<file path="src/rtl/render_sequencer_if.sv">
// Sequencer-facing bundle: redraw/vsync control, fill and logic
// handshakes, the two drawer write ports and the frame_buffer write port.
interface render_sequencer_if #(
   parameter int ADDR_WIDTH        = 19,
   parameter int FRAME_COUNT_WIDTH = 16
);
   logic                         redraw_req;
   logic                         vsync;
   logic                         fill_start;
   logic                         fill_ready;
   logic                         logic_start;
   logic                         logic_ready;
   logic                         swap;
   logic                         fill_we;
   logic [ADDR_WIDTH-1:0]        fill_addr;
   logic                         fill_data;
   logic                         line_we;
   logic [ADDR_WIDTH-1:0]        line_addr;
   logic                         line_data;
   logic                         fb_we;
   logic [ADDR_WIDTH-1:0]        fb_addr;
   logic                         fb_data;
   logic                         busy;
   logic                         error;
   logic [FRAME_COUNT_WIDTH-1:0] frame_count;

   modport master (
      output redraw_req, vsync, fill_ready, logic_ready,
      output fill_we, fill_addr, fill_data,
      output line_we, line_addr, line_data,
      input  fill_start, logic_start, swap,
      input  fb_we, fb_addr, fb_data,
      input  busy, error, frame_count
   );

   modport slave (
      input  redraw_req, vsync, fill_ready, logic_ready,
      input  fill_we, fill_addr, fill_data,
      input  line_we, line_addr, line_data,
      output fill_start, logic_start, swap,
      output fb_we, fb_addr, fb_data,
      output busy, error, frame_count
   );
endinterface

</file>
<file path="src/rtl/render_sequencer.sv">
// Frame-level render controller: clear, plot, vsync-aligned swap,
// with redraw coalescing, a per-phase watchdog and the fb write mux.
module render_sequencer #(
   parameter int ADDR_WIDTH        = 19,
   parameter int FRAME_COUNT_WIDTH = 16,
   parameter int TIMEOUT_CYCLES    = 2000000
) (
   input logic              clk,
   input logic              rst,
   render_sequencer_if.slave bus
);
   typedef enum logic [3:0] {
      IDLE,
      CLEAR_START,
      CLEAR_ARM,
      CLEAR_WAIT,
      PLOT_START,
      PLOT_ARM,
      PLOT_WAIT,
      SWAP_WAIT,
      SWAP
   } state_t;

   localparam int WD_W = $clog2(TIMEOUT_CYCLES + 1);
   localparam logic [WD_W-1:0] WD_LAST = WD_W'(TIMEOUT_CYCLES - 1);

   state_t                       state;
   state_t                       state_d;
   logic [WD_W-1:0]              wd;
   logic                         pending;
   logic                         error_q;
   logic                         fill_start_q;
   logic                         logic_start_q;
   logic [FRAME_COUNT_WIDTH-1:0] frames;

   logic fill_start_d;
   logic logic_start_d;
   logic wd_clr;
   logic timeout;
   logic accept;

   always_comb begin
      state_d       = state;
      fill_start_d  = 1'b0;
      logic_start_d = 1'b0;
      wd_clr        = 1'b0;
      timeout       = 1'b0;
      accept        = 1'b0;
      unique case (state)
         IDLE: begin
            if (bus.redraw_req || pending) begin
               accept  = 1'b1;
               state_d = CLEAR_START;
            end
         end
         CLEAR_START: begin
            if (bus.fill_ready) begin
               fill_start_d = 1'b1;
               state_d      = CLEAR_ARM;
            end
         end
         // ready may still read high from before the start was seen
         CLEAR_ARM: begin
            wd_clr  = 1'b1;
            state_d = CLEAR_WAIT;
         end
         CLEAR_WAIT: begin
            if (bus.fill_ready) begin
               state_d = PLOT_START;
            end else if (wd == WD_LAST) begin
               timeout = 1'b1;
               state_d = IDLE;
            end
         end
         PLOT_START: begin
            if (bus.logic_ready) begin
               logic_start_d = 1'b1;
               state_d       = PLOT_ARM;
            end
         end
         PLOT_ARM: begin
            wd_clr  = 1'b1;
            state_d = PLOT_WAIT;
         end
         PLOT_WAIT: begin
            if (bus.logic_ready) begin
               state_d = SWAP_WAIT;
            end else if (wd == WD_LAST) begin
               timeout = 1'b1;
               state_d = IDLE;
            end
         end
         SWAP_WAIT: begin
            if (bus.vsync) begin
               state_d = SWAP;
            end
         end
         SWAP: begin
            state_d = IDLE;
         end
         default: begin
            state_d = IDLE;
         end
      endcase
   end

   always_ff @(posedge clk) begin
      if (rst) begin
         state         <= IDLE;
         wd            <= '0;
         pending       <= 1'b0;
         error_q       <= 1'b0;
         fill_start_q  <= 1'b0;
         logic_start_q <= 1'b0;
         frames        <= '0;
      end else begin
         state         <= state_d;
         fill_start_q  <= fill_start_d;
         logic_start_q <= logic_start_d;
         if (wd_clr) begin
            wd <= '0;
         end else if (state == CLEAR_WAIT || state == PLOT_WAIT) begin
            wd <= wd + 1'b1;
         end
         if (timeout || accept) begin
            pending <= 1'b0;
         end else if (bus.redraw_req && state != IDLE) begin
            pending <= 1'b1;
         end
         if (timeout) begin
            error_q <= 1'b1;
         end else if (accept) begin
            error_q <= 1'b0;
         end
         if (state == SWAP) begin
            frames <= frames + 1'b1;
         end
      end
   end

   logic                  sel_fill;
   logic                  sel_line;
   logic                  mux_we;
   logic [ADDR_WIDTH-1:0] mux_addr;
   logic                  mux_data;

   assign sel_fill = (state == CLEAR_ARM) || (state == CLEAR_WAIT);
   assign sel_line = (state == PLOT_ARM) || (state == PLOT_WAIT);

   always_comb begin
      mux_we   = 1'b0;
      mux_addr = '0;
      mux_data = 1'b0;
      if (sel_fill) begin
         mux_we   = bus.fill_we;
         mux_addr = bus.fill_addr;
         mux_data = bus.fill_data;
      end else if (sel_line) begin
         mux_we   = bus.line_we;
         mux_addr = bus.line_addr;
         mux_data = bus.line_data;
      end
   end

   assign bus.fb_we       = mux_we;
   assign bus.fb_addr     = mux_addr;
   assign bus.fb_data     = mux_data;
   assign bus.fill_start  = fill_start_q;
   assign bus.logic_start = logic_start_q;
   assign bus.swap        = (state == SWAP);
   assign bus.busy        = (state != IDLE);
   assign bus.error       = error_q;
   assign bus.frame_count = frames;
endmodule
</file>
<file path="src/flat_wrapper.sv">
// flat-port wrapper written by rule: the top's interface ports become plain ports
module render_sequencer_flat 
#(
   parameter int ADDR_WIDTH        = 19,
   parameter int FRAME_COUNT_WIDTH = 16,
   parameter int TIMEOUT_CYCLES    = 2000000
)
  (clk, rst, bus_redraw_req, bus_vsync, bus_fill_ready, bus_logic_ready, bus_fill_we, bus_fill_addr, bus_fill_data, bus_line_we, bus_line_addr, bus_line_data, bus_fill_start, bus_logic_start, bus_swap, bus_fb_we, bus_fb_addr, bus_fb_data, bus_busy, bus_error, bus_frame_count);
  render_sequencer_if #(.ADDR_WIDTH(ADDR_WIDTH), .FRAME_COUNT_WIDTH(FRAME_COUNT_WIDTH)) bus_i ();
  input logic clk;
  input logic rst;
  input wire logic [$bits(bus_i.redraw_req)-1:0] bus_redraw_req;
  input wire logic [$bits(bus_i.vsync)-1:0] bus_vsync;
  input wire logic [$bits(bus_i.fill_ready)-1:0] bus_fill_ready;
  input wire logic [$bits(bus_i.logic_ready)-1:0] bus_logic_ready;
  input wire logic [$bits(bus_i.fill_we)-1:0] bus_fill_we;
  input wire logic [$bits(bus_i.fill_addr)-1:0] bus_fill_addr;
  input wire logic [$bits(bus_i.fill_data)-1:0] bus_fill_data;
  input wire logic [$bits(bus_i.line_we)-1:0] bus_line_we;
  input wire logic [$bits(bus_i.line_addr)-1:0] bus_line_addr;
  input wire logic [$bits(bus_i.line_data)-1:0] bus_line_data;
  output wire logic [$bits(bus_i.fill_start)-1:0] bus_fill_start;
  output wire logic [$bits(bus_i.logic_start)-1:0] bus_logic_start;
  output wire logic [$bits(bus_i.swap)-1:0] bus_swap;
  output wire logic [$bits(bus_i.fb_we)-1:0] bus_fb_we;
  output wire logic [$bits(bus_i.fb_addr)-1:0] bus_fb_addr;
  output wire logic [$bits(bus_i.fb_data)-1:0] bus_fb_data;
  output wire logic [$bits(bus_i.busy)-1:0] bus_busy;
  output wire logic [$bits(bus_i.error)-1:0] bus_error;
  output wire logic [$bits(bus_i.frame_count)-1:0] bus_frame_count;
  assign bus_i.redraw_req = bus_redraw_req;
  assign bus_i.vsync = bus_vsync;
  assign bus_i.fill_ready = bus_fill_ready;
  assign bus_i.logic_ready = bus_logic_ready;
  assign bus_i.fill_we = bus_fill_we;
  assign bus_i.fill_addr = bus_fill_addr;
  assign bus_i.fill_data = bus_fill_data;
  assign bus_i.line_we = bus_line_we;
  assign bus_i.line_addr = bus_line_addr;
  assign bus_i.line_data = bus_line_data;
  assign bus_fill_start = bus_i.fill_start;
  assign bus_logic_start = bus_i.logic_start;
  assign bus_swap = bus_i.swap;
  assign bus_fb_we = bus_i.fb_we;
  assign bus_fb_addr = bus_i.fb_addr;
  assign bus_fb_data = bus_i.fb_data;
  assign bus_busy = bus_i.busy;
  assign bus_error = bus_i.error;
  assign bus_frame_count = bus_i.frame_count;
  render_sequencer #(.ADDR_WIDTH(ADDR_WIDTH), .FRAME_COUNT_WIDTH(FRAME_COUNT_WIDTH), .TIMEOUT_CYCLES(TIMEOUT_CYCLES)) u_core (.clk(clk), .rst(rst), .bus(bus_i));
endmodule
</file>
<file path="config.mk">
export PLATFORM = sky130hd
export DESIGN_NAME = render_sequencer_flat
export DESIGN_NICKNAME = d
export VERILOG_FILES = /design/src/rtl/render_sequencer_if.sv /design/src/rtl/render_sequencer.sv /design/src/flat_wrapper.sv
export SDC_FILE = /design/constraint.sdc
export NUM_CORES = 1
export LEC_CHECK = 0
export BUFFER_PORTS_ARGS = -buffer_cell sky130_fd_sc_hd__buf_2
export CORE_MARGIN = 4
export CORE_UTILIZATION = 53
export DETAILED_ROUTE_END_ITERATION = 10
export PLACE_DENSITY = 0.89
export REMOVE_ABC_BUFFERS = 1
export SLEW_MARGIN = 20
export SYNTH_ARGS = -nofsm -noshare
export SYNTH_HDL_FRONTEND = slang
export SYNTH_SLANG_ARGS = --single-unit
</file>
<file path="constraint.sdc">
create_clock -name clk -period 5.7 [get_ports clk]
set_input_delay 0 -clock clk [delete_from_list [all_inputs] [get_ports clk]]
set_output_delay 0 -clock clk [all_outputs]
set_load 0.01 [all_outputs]
</file>
After elaboration in Yosys (flattened, before gate mapping)
Index checks and enable logic that the tools add are counted.

word-level totals
  bits in registers = 45
  input port bits = 48
  word-level logic and storage cells = 64

cells by class
  $add $sub $neg = 2
  eq/ne operators = 13
  muxes and demuxes = 25
  bitwise gates (word level) = 2
  reductions and logical operators = 15

operators by type and width
  operator                                                number
  two-way mux 19 bit                                      2
  one-hot mux 4 bit (8 select lines)                      1
  two-way mux 4 bit                                       7
  adder 21 x 1 -> 21 bit (second input constant)          1
  == test 21 bit (second input constant)                  1
  adder 16 x 1 -> 16 bit (second input constant)          1
  == test 4 x 3 -> 1 bit (second input constant)          4
  two-way mux 1 bit                                       14
  OR reduction 2 bit                                      5
  == test 4 x 2 -> 1 bit (second input constant)          2
  inequality test 2 bit (second input constant)           3
  logical OR 1 bit                                        5
  == test 4 x 1 -> 1 bit (second input constant)          1
  == test 4 bit (second input constant)                   1
  logical NOT 4 bit                                       1
  AND reduction 4 bit                                     1
  nonzero test 4 bit                                      1
  inequality test 2 x 1 -> 1 bit (second input constant)  1
  inverter 1 bit                                          2
  one-hot mux 1 bit (2 select lines)                      1
  nonzero test 2 bit                                      1
  logical AND 1 bit                                       1

Longest topological paths before layout
Gate-level depths: netlist of the first run.

  depth after elaboration = 6
  mapped depth = 7

Worst setup path after synthesis of the first run
OpenSTA, ideal clock, no wires.

  path type = register to register
  start = reg u_core.wd[8]
  end = reg u_core.pending
  setup time = 0.115 ns
  arrival time = 1.783 ns
  data required time = 5.585 ns
  slack = 3.802 ns
  stages on the path, launching flop included = 6
  clock period less this slack = 1.898 ns
  cell sequence = dfxtp_1 -> or4b_1 -> nor4_2 -> nand4_1 -> or3b_1 -> and3_1

between the ends
  cells in the longest elaborated chain, start to end = 6
  elaborated cells between the ends (all ways) = 7
  classes of those cells = 1 x eq/ne; 4 x mux; 2 x reduce/logical

ends and longest elaborated chain
  item                                     RTL line                                        text
  from (decl)                              render_sequencer.sv:29                          logic [WD_W-1:0] wd;
  from (signal assigned)                   render_sequencer.sv:123                         wd <= wd + 1'b1;
  == test 21 bit (*)                       render_sequencer.sv:70, render_sequencer.sv:88
  two-way mux 1 bit (*)                    render_sequencer.sv:70, render_sequencer.sv:88
  two-way mux 1 bit (on tied branches)     render_sequencer.sv:86, render_sequencer.sv:68
  one-hot mux 1 bit (2 select lines) (*)   render_sequencer.sv:49                          unique case (state)
  logical OR 1 bit (*)                     render_sequencer.sv:125                         if (timeout || accept) begin
  OR reduction 2 bit (no source line) (*)  --
  to (signal assigned)                     render_sequencer.sv:111                         pending <= 1'b0;
  to (signal assigned)                     render_sequencer.sv:126                         pending <= 1'b0;
  to (signal assigned)                     render_sequencer.sv:128                         pending <= 1'b1;
  to (decl)                                render_sequencer.sv:30                          logic pending;

Every way passes the cells marked *; elsewhere a longest branch is shown, timed or not.
A chain may end at the register's enable or synchronous reset.

Worst setup path in the final report of the first run
  start = reg u_core.state[2]
  end = out bus_fb_addr[3]

between the ends
  cells in the longest elaborated chain, start to end = 4
  elaborated cells between the ends (all ways) = 8
  classes of those cells = 4 x eq/ne; 2 x mux; 2 x reduce/logical

ends and longest elaborated chain
  item                    RTL line                 text
  from (decl)             render_sequencer.sv:27   state_t state;
  from (signal assigned)  render_sequencer.sv:117  state <= state_d;
  == test 4 x 3 -> 1 bit  render_sequencer.sv:148  assign sel_line = (state == PLOT_ARM) || (state == PLOT_WAIT);
  logical OR 1 bit        render_sequencer.sv:148
  two-way mux 19 bit      render_sequencer.sv:158  end else if (sel_line) begin
  two-way mux 19 bit (*)  render_sequencer.sv:154  if (sel_fill) begin
  to (decl)               flat_wrapper.sv:26       output wire logic [$bits(bus_i.fb_addr)-1:0] bus_fb_addr;

Marks and branches as above.

==> results.sh, run 1 <==
export IMPL_synth_top_cell_area_share_pct=37.7
export IMPL_drt_pass1_iterations=4
export IMPL_total_power_mw=0.672
export IMPL_tritoncts="built"
export IMPL_r2r_end="u_core.bus.frame_count[15]"
export IMPL_clock_latency_ns=0.31
export IMPL_die_area_um2=5650
export IMPL_dieHeight_um=75.2
export IMPL_ff2ff_setup_slack_ns=3.63
export IMPL_hold_buffers=2
export IMPL_period_share_pct=39.6
export IMPL_via_count=2342
export IMPL_rr_startpoint="u_core.state[3]"
export IMPL_synth_top_area_cell="dfxtp_1"
export IMPL_gr_usage_all_layers_pct=19.8
export IMPL_synthTopCellsByArea="dfxtp_1 38%, a22o_1 7.7%, nor2_1 7.1%, xnor2_1 6.6%, xor2_1 5.9%"
export IMPL_synth_avg_cell_area_um2=8.39
export IMPL_root_buffer="clkbuf_8"
export IMPL_h_tree_depth=2
export IMPL_stdcell_count=421
export IMPL_max_cap_viol_count=0
export IMPL_fmax_ghz=0.443
export IMPL_required_ns=5.70
export IMPL_synth_edf_count=0
export IMPL_min_period_ns=2.26
export IMPL_cts_sinks=45
export IMPL_criticalPathCategory="reg2out"
export IMPL_nFillCells=368
export IMPL_outcome="complete, no violations"
export IMPL_worst_pin_slew_ns=0.807
export IMPL_coreArea_um2=4350
export IMPL_synth_top_flop_cell="dfxtp_1"
export IMPL_cts_made_buffers=5
export IMPL_critPathLaunch="u_core.state[2]"
export IMPL_place_congestion=0.887
export IMPL_finalSetupViolations=0
export IMPL_clk_pin_slew_ns=0.09
export IMPL_layout_commonest_cell="buf_2"
export IMPL_grt_overflow=0
export IMPL_slew_violations=0
export IMPL_die_w_um=75.2
export IMPL_p_leak_nw=1.27
export IMPL_area_growth_pct=25.4
export IMPL_post_drt_wl_per_cell_um=13.3
export IMPL_dpl_cell_count=411
export IMPL_port_buffers=89
export IMPL_synthDistinctLibCells=41
export IMPL_initial_core_util_pct=54.9
export IMPL_endpoint="bus_fb_addr[3]"
export IMPL_post_cts_buffers=0
export IMPL_start_kind="flop"
export IMPL_nets=418
export IMPL_setup_tns_ns=0
export IMPL_hold_viol=0
export IMPL_cts_buffer_depth=2
export IMPL_antenna_found_initial=0
export IMPL_pre_cts_ws_ns=3.49
export IMPL_synth_warning_count=0
export IMPL_placed_cell_area_um2=2850
export IMPL_grt_pass1_vias=2031
export IMPL_drc_errors=0
export IMPL_ff2ff_path_depth=5
export IMPL_yosys_register_bits=45
export IMPL_grt_pass1_wl_mm=8.82
export IMPL_drive_above_1_share_pct=28.2
export IMPL_critPathMaxFanout=21
export IMPL_vdd_drop_max_uv=162
export IMPL_cp_arrival_ns=2.26
export IMPL_via_per_inst=5.56
export IMPL_powerDensity_nw_per_um2=224
export IMPL_fin_ws_ns=3.44
export IMPL_clock_skew_ns=0.0119
export IMPL_final_cell_mix="89 x buf_2, 45 x dfxtp_1, 44 x nor2_1, 21 x a22o_1, 18 x xnor2_1"
export IMPL_drt_antenna_violating_nets=0
export IMPL_dpl_hpwl_mm=4.22
export IMPL_async_reset_ff_share_pct=0
export IMPL_slew_headroom_pct=46.1
export IMPL_yosysSeqAreaShare_pct=37.7
export IMPL_synth_area_um2=2390
export IMPL_io_pins=90
export IMPL_diodes=0
export IMPL_fp_row_count=24
export IMPL_design_area_um2=3000
export IMPL_worstHoldPathType="in2reg"
export IMPL_first_iter_violations=139
export IMPL_end_kind="output pin"
export IMPL_synth_cells=285
export IMPL_wl_mm=5.62
export IMPL_grt_max_degree=23
export IMPL_cts_resized=0
export IMPL_rsz0062_at_grt="false"
-- worst min-delay path by stage --
stage	endpoint	cells after the start	start
after floorplan	u_core.bus.error	1	rst
after global placement	bus_fb_addr[1]	3	bus_line_addr[1]
after detailed placement	bus_fb_addr[2]	3	bus_line_addr[2]
after CTS	u_core.state[1]	4	bus_vsync
after global routing	u_core.pending	4	bus_redraw_req
final	u_core.state[1]	4	bus_vsync
-- synth_stat cells, drive strengths merged (6+ instances only) --
| master | instances |
|---|---|
| a21oi | 9 |
| a22o | 21 |
| and3 | 7 |
| and4 | 6 |
| clkbuf | 11 |
| dfxtp | 45 |
| nand2 | 16 |
| nand3 | 15 |
| nand4 | 10 |
| nor2 | 45 |
| nor3 | 8 |
| o21ai | 8 |
| xnor2 | 18 |
| xor2 | 16 |
-- flip-flops by register name, summed over array words and instances, names as in the netlist --
| name | cells |
|---|---|
| u_core.bus.frame_count | 16 |
| u_core.wd | 21 |
| u_core.state | 4 |
| u_core.pending | 1 |
| u_core.bus.fill_start | 1 |
| u_core.bus.logic_start | 1 |
| u_core.bus.error | 1 |
-- metrics by stage --
| stage | hold slack [ns] | util (%) |
|---|---|---|
| after floorplan | 0.0691 | - |
| after global placement | 0.296 | 65.5 |
| after detailed placement | 0.298 | 65.5 |
| after CTS | 0.0198 | 68.7 |
| after global routing | 0.0645 | 68.9 |
| final | 0.0275 | 68.9 |
-- critical path, stage by stage (launching register included) --
cell and delay [ns]:
dfxtp_1 0.68, inv_1 0.25, nor3_4 0.67, a22o_1 0.23
buf_2 0.13
-- per-layer routing --
| layer | wire, um | up-vias | track usage [%] |
|---|---|---|---|
| li1 | - | 1180 | - |
| met1 | 2330 | 1086 | 23.5 |
| met2 | 2740 | 71 | 35.5 |
| met3 | 502 | 5 | 5.34 |
| met4 | 45 | 0 | 5.05 |
| met5 | 0 | - | 0 |
-- cells by family after synthesis --
family	count (synthesis)	synth area share, %
xor gates and xnor gates	34	12.5
and+or+nand+nor	134	30.3
adders and majority gates	2	1.05
AOI/OAI and AO/OA	47	14.2
muxes	2	0.837
DFF	45	37.7
buffers and inverters	21	3.45
-- area by class of cell --
cell class                 instances  area (um^2)  share of cell area, %
clock buffer                       5         68.8                   2.30
clock inverter                     3         50.0                   1.67
inverter                           5         18.8                  0.626
multi-input combinational        219         1420                   47.4
sequential                        45          901                   30.1
tap                               52         65.1                   2.17
timing repair buffer              92          473                   15.8
-- power by group --
part	switching [mW]	total (mW)	leakage [nW]	internal [mW]
sequential	0.00998	0.328	0.363	0.318
clock	0.121	0.255	0.0603	0.134
combinational	0.0473	0.0896	0.852	0.0423
Power figures use the tool's default switching activity.
==> run 2: changes to the inputs <==
--- a/config.mk
+++ b/config.mk
@@ -7,9 +7,9 @@
 export LEC_CHECK = 0
 export BUFFER_PORTS_ARGS = -buffer_cell sky130_fd_sc_hd__buf_2
 export CORE_MARGIN = 4
-export CORE_UTILIZATION = 53
+export CORE_UTILIZATION = 44
 export DETAILED_ROUTE_END_ITERATION = 10
-export PLACE_DENSITY = 0.89
+export PLACE_DENSITY = 0.8
 export REMOVE_ABC_BUFFERS = 1
 export SLEW_MARGIN = 20
 export SYNTH_ARGS = -nofsm -noshare
==> constraint.sdc (replaced) <==
create_clock -name clk -period 2 [get_ports clk]
set_input_delay 0 -clock clk [delete_from_list [all_inputs] [get_ports clk]]
set_output_delay 0 -clock clk [all_outputs]
set_load 0.01 [all_outputs]
==> run 2 against run 1 <==
Net effect:
- clock skew down 0.0057 ns
- sequential share of layout area shrank 0.91 points
- utilization decreased by 9.0 points
- cell area increased by 3.3%
- via count up 3.4%
- highest routed layer unchanged
- cell count rose by 7.1%
- clock power grew to 2.8 times the previous value
- largest power group unchanged
- largest cell class unchanged
- worst hold slack gained 0.0063 ns
- wire length rose by 9.5%
- non-clock buffer count is 12 higher
- power rose to 2.9 times the previous value
- die area is 18% higher
==> results.sh, run 2 (synthesis gave the netlist of run 1 again) <==
export IMPL_via_per_inst=5.37
export IMPL_wl_mm=6.15
export IMPL_finalSetupViolations=0
export IMPL_diodes=0
export IMPL_dpl_hpwl_mm=4.68
export IMPL_clk_pin_slew_ns=0.08
export IMPL_slew_headroom_pct=73.1
export IMPL_comb_power_share_pct=15.3
export IMPL_critPathMaxFanout=4
export IMPL_final_cell_mix="89 x buf_2, 45 x nor2_1, 44 x dfxtp_1, 21 x a22o_1, 18 x xnor2_1"
export IMPL_worst_pin_slew_ns=0.394
export IMPL_drive_above_1_share_pct=30.7
export IMPL_cp_arrival_ns=2.07
export IMPL_min_from="bus_logic_ready"
export IMPL_port_buffers=89
export IMPL_use_met2_pct=32.3
export IMPL_root_buffer="clkbuf_8"
export IMPL_slew_violations=0
export IMPL_criticalPathCategory="reg2reg"
export IMPL_p_leak_nw=1.34
export IMPL_io_pins=90
export IMPL_grt_max_degree=22
export IMPL_max_cap_viol_count=0
export IMPL_use_met3_pct=4.17
export IMPL_end_kind="flop"
export IMPL_grt_pass1_wl_mm=9.34
export IMPL_fin_ws_ns=0.130
export IMPL_initial_core_util_pct=46.2
export IMPL_post_drt_wl_per_cell_um=13.6
export IMPL_clkPwrFrac_pct=36.8
export IMPL_rsz0062_at_grt="true"
export IMPL_coreArea_um2=5170
export IMPL_grtUsageMet1_pct=21.1
export IMPL_ff2ff_setup_slack_ns=0.13
export IMPL_hold_buffers=0
export IMPL_required_ns=2.20
export IMPL_nFillCells=495
export IMPL_grt_busiest_layer="met2"
export IMPL_powerDensity_nw_per_um2=620
export IMPL_gr_usage_all_layers_pct=17.7
export IMPL_ff2ff_path_depth=5
export IMPL_first_iter_violations=152
export IMPL_place_congestion=0.850
export IMPL_tritoncts="built"
export IMPL_vdd_drop_max_uv=354
export IMPL_clock_latency_ns=0.30
export IMPL_rr_startpoint="u_core.wd[12]"
export IMPL_internal_power_mw=1.45
export IMPL_outcome="complete, no violations"
export IMPL_p_sw_mw=0.472
export IMPL_fin_hold_ws_ns=0.0338
export IMPL_largest_register="u_core.wd"
export IMPL_largest_reg_flops=21
export IMPL_die_area_um2=6680
export IMPL_h_tree_depth=2
export IMPL_cts_buffer_depth=2
export IMPL_seqPwrFrac_pct=47.9
export IMPL_whs_path_depth=2
export IMPL_clock_skew_ns=0.00618
export IMPL_drt_pass1_iterations=5
export IMPL_area_growth_pct=29.5
export IMPL_start_kind="flop"
export IMPL_r2r_end="u_core.pending"
export IMPL_layout_commonest_cell="buf_2"
export IMPL_total_power_mw=1.92
export IMPL_antenna_found_initial=0
export IMPL_drc_errors=0
export IMPL_min_period_ns=1.87
export IMPL_grt_pass1_vias=2069
export IMPL_via_count=2422
export IMPL_worstHoldPathType="in2reg"
export IMPL_fmax_ghz=0.535
export IMPL_cts_sinks=45
export IMPL_fp_row_count=26
export IMPL_grt_overflow=0
export IMPL_pre_cts_ws_ns=0.0390
export IMPL_dieHeight_um=81.7
export IMPL_nets=430
export IMPL_hold_viol=0
export IMPL_hold_path_endpoint="u_core.bus.logic_start"
export IMPL_die_w_um=81.7
export IMPL_drt_antenna_violating_nets=0
export IMPL_power_switching_share_pct=24.6
export IMPL_period_share_pct=93.5
export IMPL_cts_made_buffers=5
run 2: how the worst max path moves through the flow:
| stage | startpoint | end | slack, ns | cells after the start |
|---|---|---|---|---|
| 2_1_floorplan | u_core.state[2] | bus_fb_addr[0] | -0.20 | 3 |
| 4_1_cts | u_core.wd[12] | u_core.pending | 0.03 | 5 |
| 5_1_grt | u_core.wd[12] | u_core.pending | -0.008 | 5 |
| 3_3_place_gp | u_core.wd[12] | u_core.pending | 0.13 | 5 |
| 6_report | u_core.wd[12] | u_core.pending | 0.13 | 5 |
| 3_5_place_dp | u_core.wd[12] | u_core.pending | 0.04 | 5 |
run 2: final cells by class:
type	instances	area, um^2	share of cell area, %
clock buffers	7	86.3	2.79
clock inverters	1	30.0	0.970
inverters	5	18.8	0.606
multi-input cells	219	1410	45.6
flip-flops and latches	45	902	29.1
well taps	70	87.6	2.83
repair buffers	104	558	18.0
run 2: routing by layer:
layer / wire (um) / share of wire, % / vias to the layer above
met2: 3080 / 50 / 79
met4: 51 / 0.83 / 0
li1: - / - / 1207
met5: 0 / 0 / -
met3: 516 / 8.4 / 5
met1: 2500 / 41 / 1131
run 2: repair_timing:
item / CTS / global route
gates resized for setup: 0 / 1
setup endpoints to repair: 0 / 3
setup buffers: 0 / 1
run 2: per-stage QoR:
step           area [um^2]   TNS, ns  std cells  util [%]
3_3_place_gp          2970         0        442      57.4
3_5_place_dp          2970         0        442      57.4
4_1_cts               3090         0        450      59.7
2_1_floorplan         2330     -7.98        269         -
6_report              3100         0        451      59.8
5_1_grt               3100  -0.00808        451      59.8
run 2: critical path, cell delays in order, from the launching register on:
cell     delay, ns
dfxtp_1       0.35
or4b_1        0.54
nor4_2        0.16
nand4_1       0.15
or3b_1        0.39
and3_1        0.19
run 2: power groups by stage:
| stage | clock [mW] | combinational [mW] | sequential (mW) |
|---|---|---|---|
| 5_1_grt | 0.761 | 0.321 | 0.921 |
| 3_5_place_dp | 0 | 0.291 | 0.940 |
| 4_1_cts | 0.719 | 0.292 | 0.919 |
| 3_3_place_gp | 0 | 0.283 | 0.939 |
| 2_1_floorplan | 0 | 0.137 | 0.948 |
| 6_report | 0.705 | 0.294 | 0.919 |
==> run 3: changes to the inputs <==
--- a/config.mk
+++ b/config.mk
@@ -7,11 +7,10 @@
 export LEC_CHECK = 0
 export BUFFER_PORTS_ARGS = -buffer_cell sky130_fd_sc_hd__buf_2
 export CORE_MARGIN = 4
-export CORE_UTILIZATION = 44
+export CORE_UTILIZATION = 49
 export DETAILED_ROUTE_END_ITERATION = 10
-export PLACE_DENSITY = 0.8
+export PLACE_DENSITY = 0.84
 export REMOVE_ABC_BUFFERS = 1
-export SLEW_MARGIN = 20
 export SYNTH_ARGS = -nofsm -noshare
 export SYNTH_HDL_FRONTEND = slang
 export SYNTH_SLANG_ARGS = --single-unit
==> constraint.sdc (replaced) <==
create_clock -name clk -period 2.1 [get_ports clk]
set_input_delay 0 -clock clk [delete_from_list [all_inputs] [get_ports clk]]
set_output_delay 0 -clock clk [all_outputs]
set_load 0.01 [all_outputs]
==> run 3 against run 2 <==
Net effect:
- register-to-register slack about the same
- worst hold slack worse by 0.020 ns
- non-clock buffer count shrank 7
- first-iteration DRC count decreased by 3.9%
- utilization rose by 3.9 points
- cell count down 2.2%
- critical path type unchanged
- largest cell class unchanged
==> results.sh, run 3 (synthesis gave the netlist of run 1 again) <==
export IMPL_hold_path_endpoint="u_core.bus.fill_start"
export IMPL_r2r_end="u_core.pending"
export IMPL_outcome="complete, no violations"
export IMPL_finalSetupViolations=0
export IMPL_rr_startpoint="u_core.wd[8]"
export IMPL_via_per_inst=5.43
export IMPL_p_leak_nw=1.29
export IMPL_path_cells="or4b_1 -> nor4_2 -> nand4_1 -> or3b_1 -> and3_1"
export IMPL_wl_mm=6.23
export IMPL_period_share_pct=93.4
export IMPL_powerDensity_nw_per_um2=560
export IMPL_area_growth_pct=26.0
export IMPL_hold_buffers=0
export IMPL_grt_pass1_vias=2281
export IMPL_fmax_ghz=0.510
export IMPL_vdd_drop_max_uv=380
export IMPL_drive_above_1_share_pct=29.7
export IMPL_h_tree_depth=2
export IMPL_initial_core_util_pct=50.6
export IMPL_cp_arrival_ns=2.17
export IMPL_fp_row_count=25
export IMPL_final_util_pct=63.8
export IMPL_max_cap_viol_count=0
export IMPL_die_w_um=77.9
export IMPL_drc_errors=0
export IMPL_start_kind="flop"
export IMPL_min_from="bus_fill_ready"
export IMPL_criticalPathCategory="reg2reg"
export IMPL_antenna_found_initial=0
export IMPL_fin_hold_ws_ns=0.0134
export IMPL_drt_antenna_violating_nets=0
export IMPL_clock_latency_ns=0.30
export IMPL_port_buffers=89
export IMPL_critPathMaxFanout=6
export IMPL_worstHoldPathType="in2reg"
export IMPL_final_cell_mix="89 x buf_2, 45 x nor2_1, 44 x dfxtp_1, 21 x a22o_1, 18 x xnor2_1"
export IMPL_die_area_um2=6060
export IMPL_min_period_ns=1.96
export IMPL_diodes=0
export IMPL_pre_cts_ws_ns=0.139
export IMPL_layout_commonest_cell="buf_2"
export IMPL_cts_sinks=45
export IMPL_coreArea_um2=4720
export IMPL_cp_slowest_cell="or4b_1"
export IMPL_required_ns=2.31
export IMPL_rsz0062_at_grt="false"
export IMPL_worst_pin_slew_ns=0.427
export IMPL_largest_reg_flops=21
export IMPL_first_iter_violations=146
export IMPL_grt_overflow=0
export IMPL_fin_ws_ns=0.139
export IMPL_cts_buffer_depth=2
export IMPL_drt_pass1_iterations=4
export IMPL_grt_max_degree=23
export IMPL_post_drt_wl_per_cell_um=14.1
export IMPL_cts_made_buffers=5
export IMPL_slew_headroom_pct=71.4
export IMPL_largest_register="u_core.wd"
export IMPL_gr_usage_all_layers_pct=20.9
export IMPL_dpl_hpwl_mm=4.77
export IMPL_ff2ff_setup_slack_ns=0.14
export IMPL_tritoncts="built"
export IMPL_whs_path_depth=2
export IMPL_via_count=2394
export IMPL_slew_violations=0
export IMPL_io_pins=90
export IMPL_ff2ff_path_depth=5
export IMPL_grt_pass1_wl_mm=10.4
export IMPL_root_buffer="clkbuf_8"
export IMPL_clock_skew_ns=0.0107
export IMPL_hold_viol=0
export IMPL_end_kind="flop"
export IMPL_nets=423
export IMPL_cpPeakStageDelay_ns=0.55
export IMPL_dieHeight_um=77.9
export IMPL_nFillCells=406
export IMPL_clk_pin_slew_ns=0.09
export IMPL_place_congestion=0.872
==> run 3: worst max-delay path, delay by kind of cell, from the launching register on <==
family / cells / cell delay [ns]
AND/OR/NAND/NOR: 5 / 1.50
flip-flops: 1 / 0.37
==> run 3: how the worst max path moves through the flow <==
stage	end	slack (ns)	depth (start not counted)	from
final	u_core.pending	0.14	5	u_core.wd[8]
after global routing	u_core.pending	0.01	5	u_core.wd[8]
after CTS	u_core.pending	0.14	5	u_core.wd[8]
after detailed placement	u_core.pending	0.14	5	u_core.wd[8]
after global placement	u_core.pending	0.20	5	u_core.wd[8]
after floorplan	bus_fb_addr[0]	-0.1	3	u_core.state[2]
==> run 3: layout make-up <==
type                       count  area [um^2]  share of cell area (%)
multi-input combinational    219         1410                    46.9
sequential                    45          902                    29.9
timing repair buffer          97          505                    16.8
tap                           67         83.8                    2.78
clock buffer                   5         68.8                    2.28
clock inverter                 3         21.3                   0.706
inverter                       5         18.8                   0.623
==> run 3: power by group <==
group          switching (mW)  internal [mW]
sequential             0.0138          0.862
combinational           0.147          0.122
clock                   0.306          0.236
total                   0.467           1.22
==> run 3: timing repair <==
action                                  in CTS  in global routing
buffers inserted                             0                  0
endpoints found under the setup margin       0                  2
gates resized for setup                      0                  1
==> run 3: metal layers <==
metal  track usage (%)  routed length, um  vias to the layer above
li1                  -                  -                     1191
met1              22.4               2470                     1086
met2              38.8               3100                      101
met3              5.45                520                       16
met4              7.65                141                        0
met5                 0                  0                        -
==> run 3: stage by stage <==
stage	total power, mW	cells	area, um^2	setup TNS, ns
2_1_floorplan	1.03	269	2330	-3.78
3_3_place_gp	1.16	433	2920	0
3_5_place_dp	1.16	433	2920	0
4_1_cts	1.70	441	3010	0
5_1_grt	1.77	441	3010	0
6_report	1.69	441	3010	0
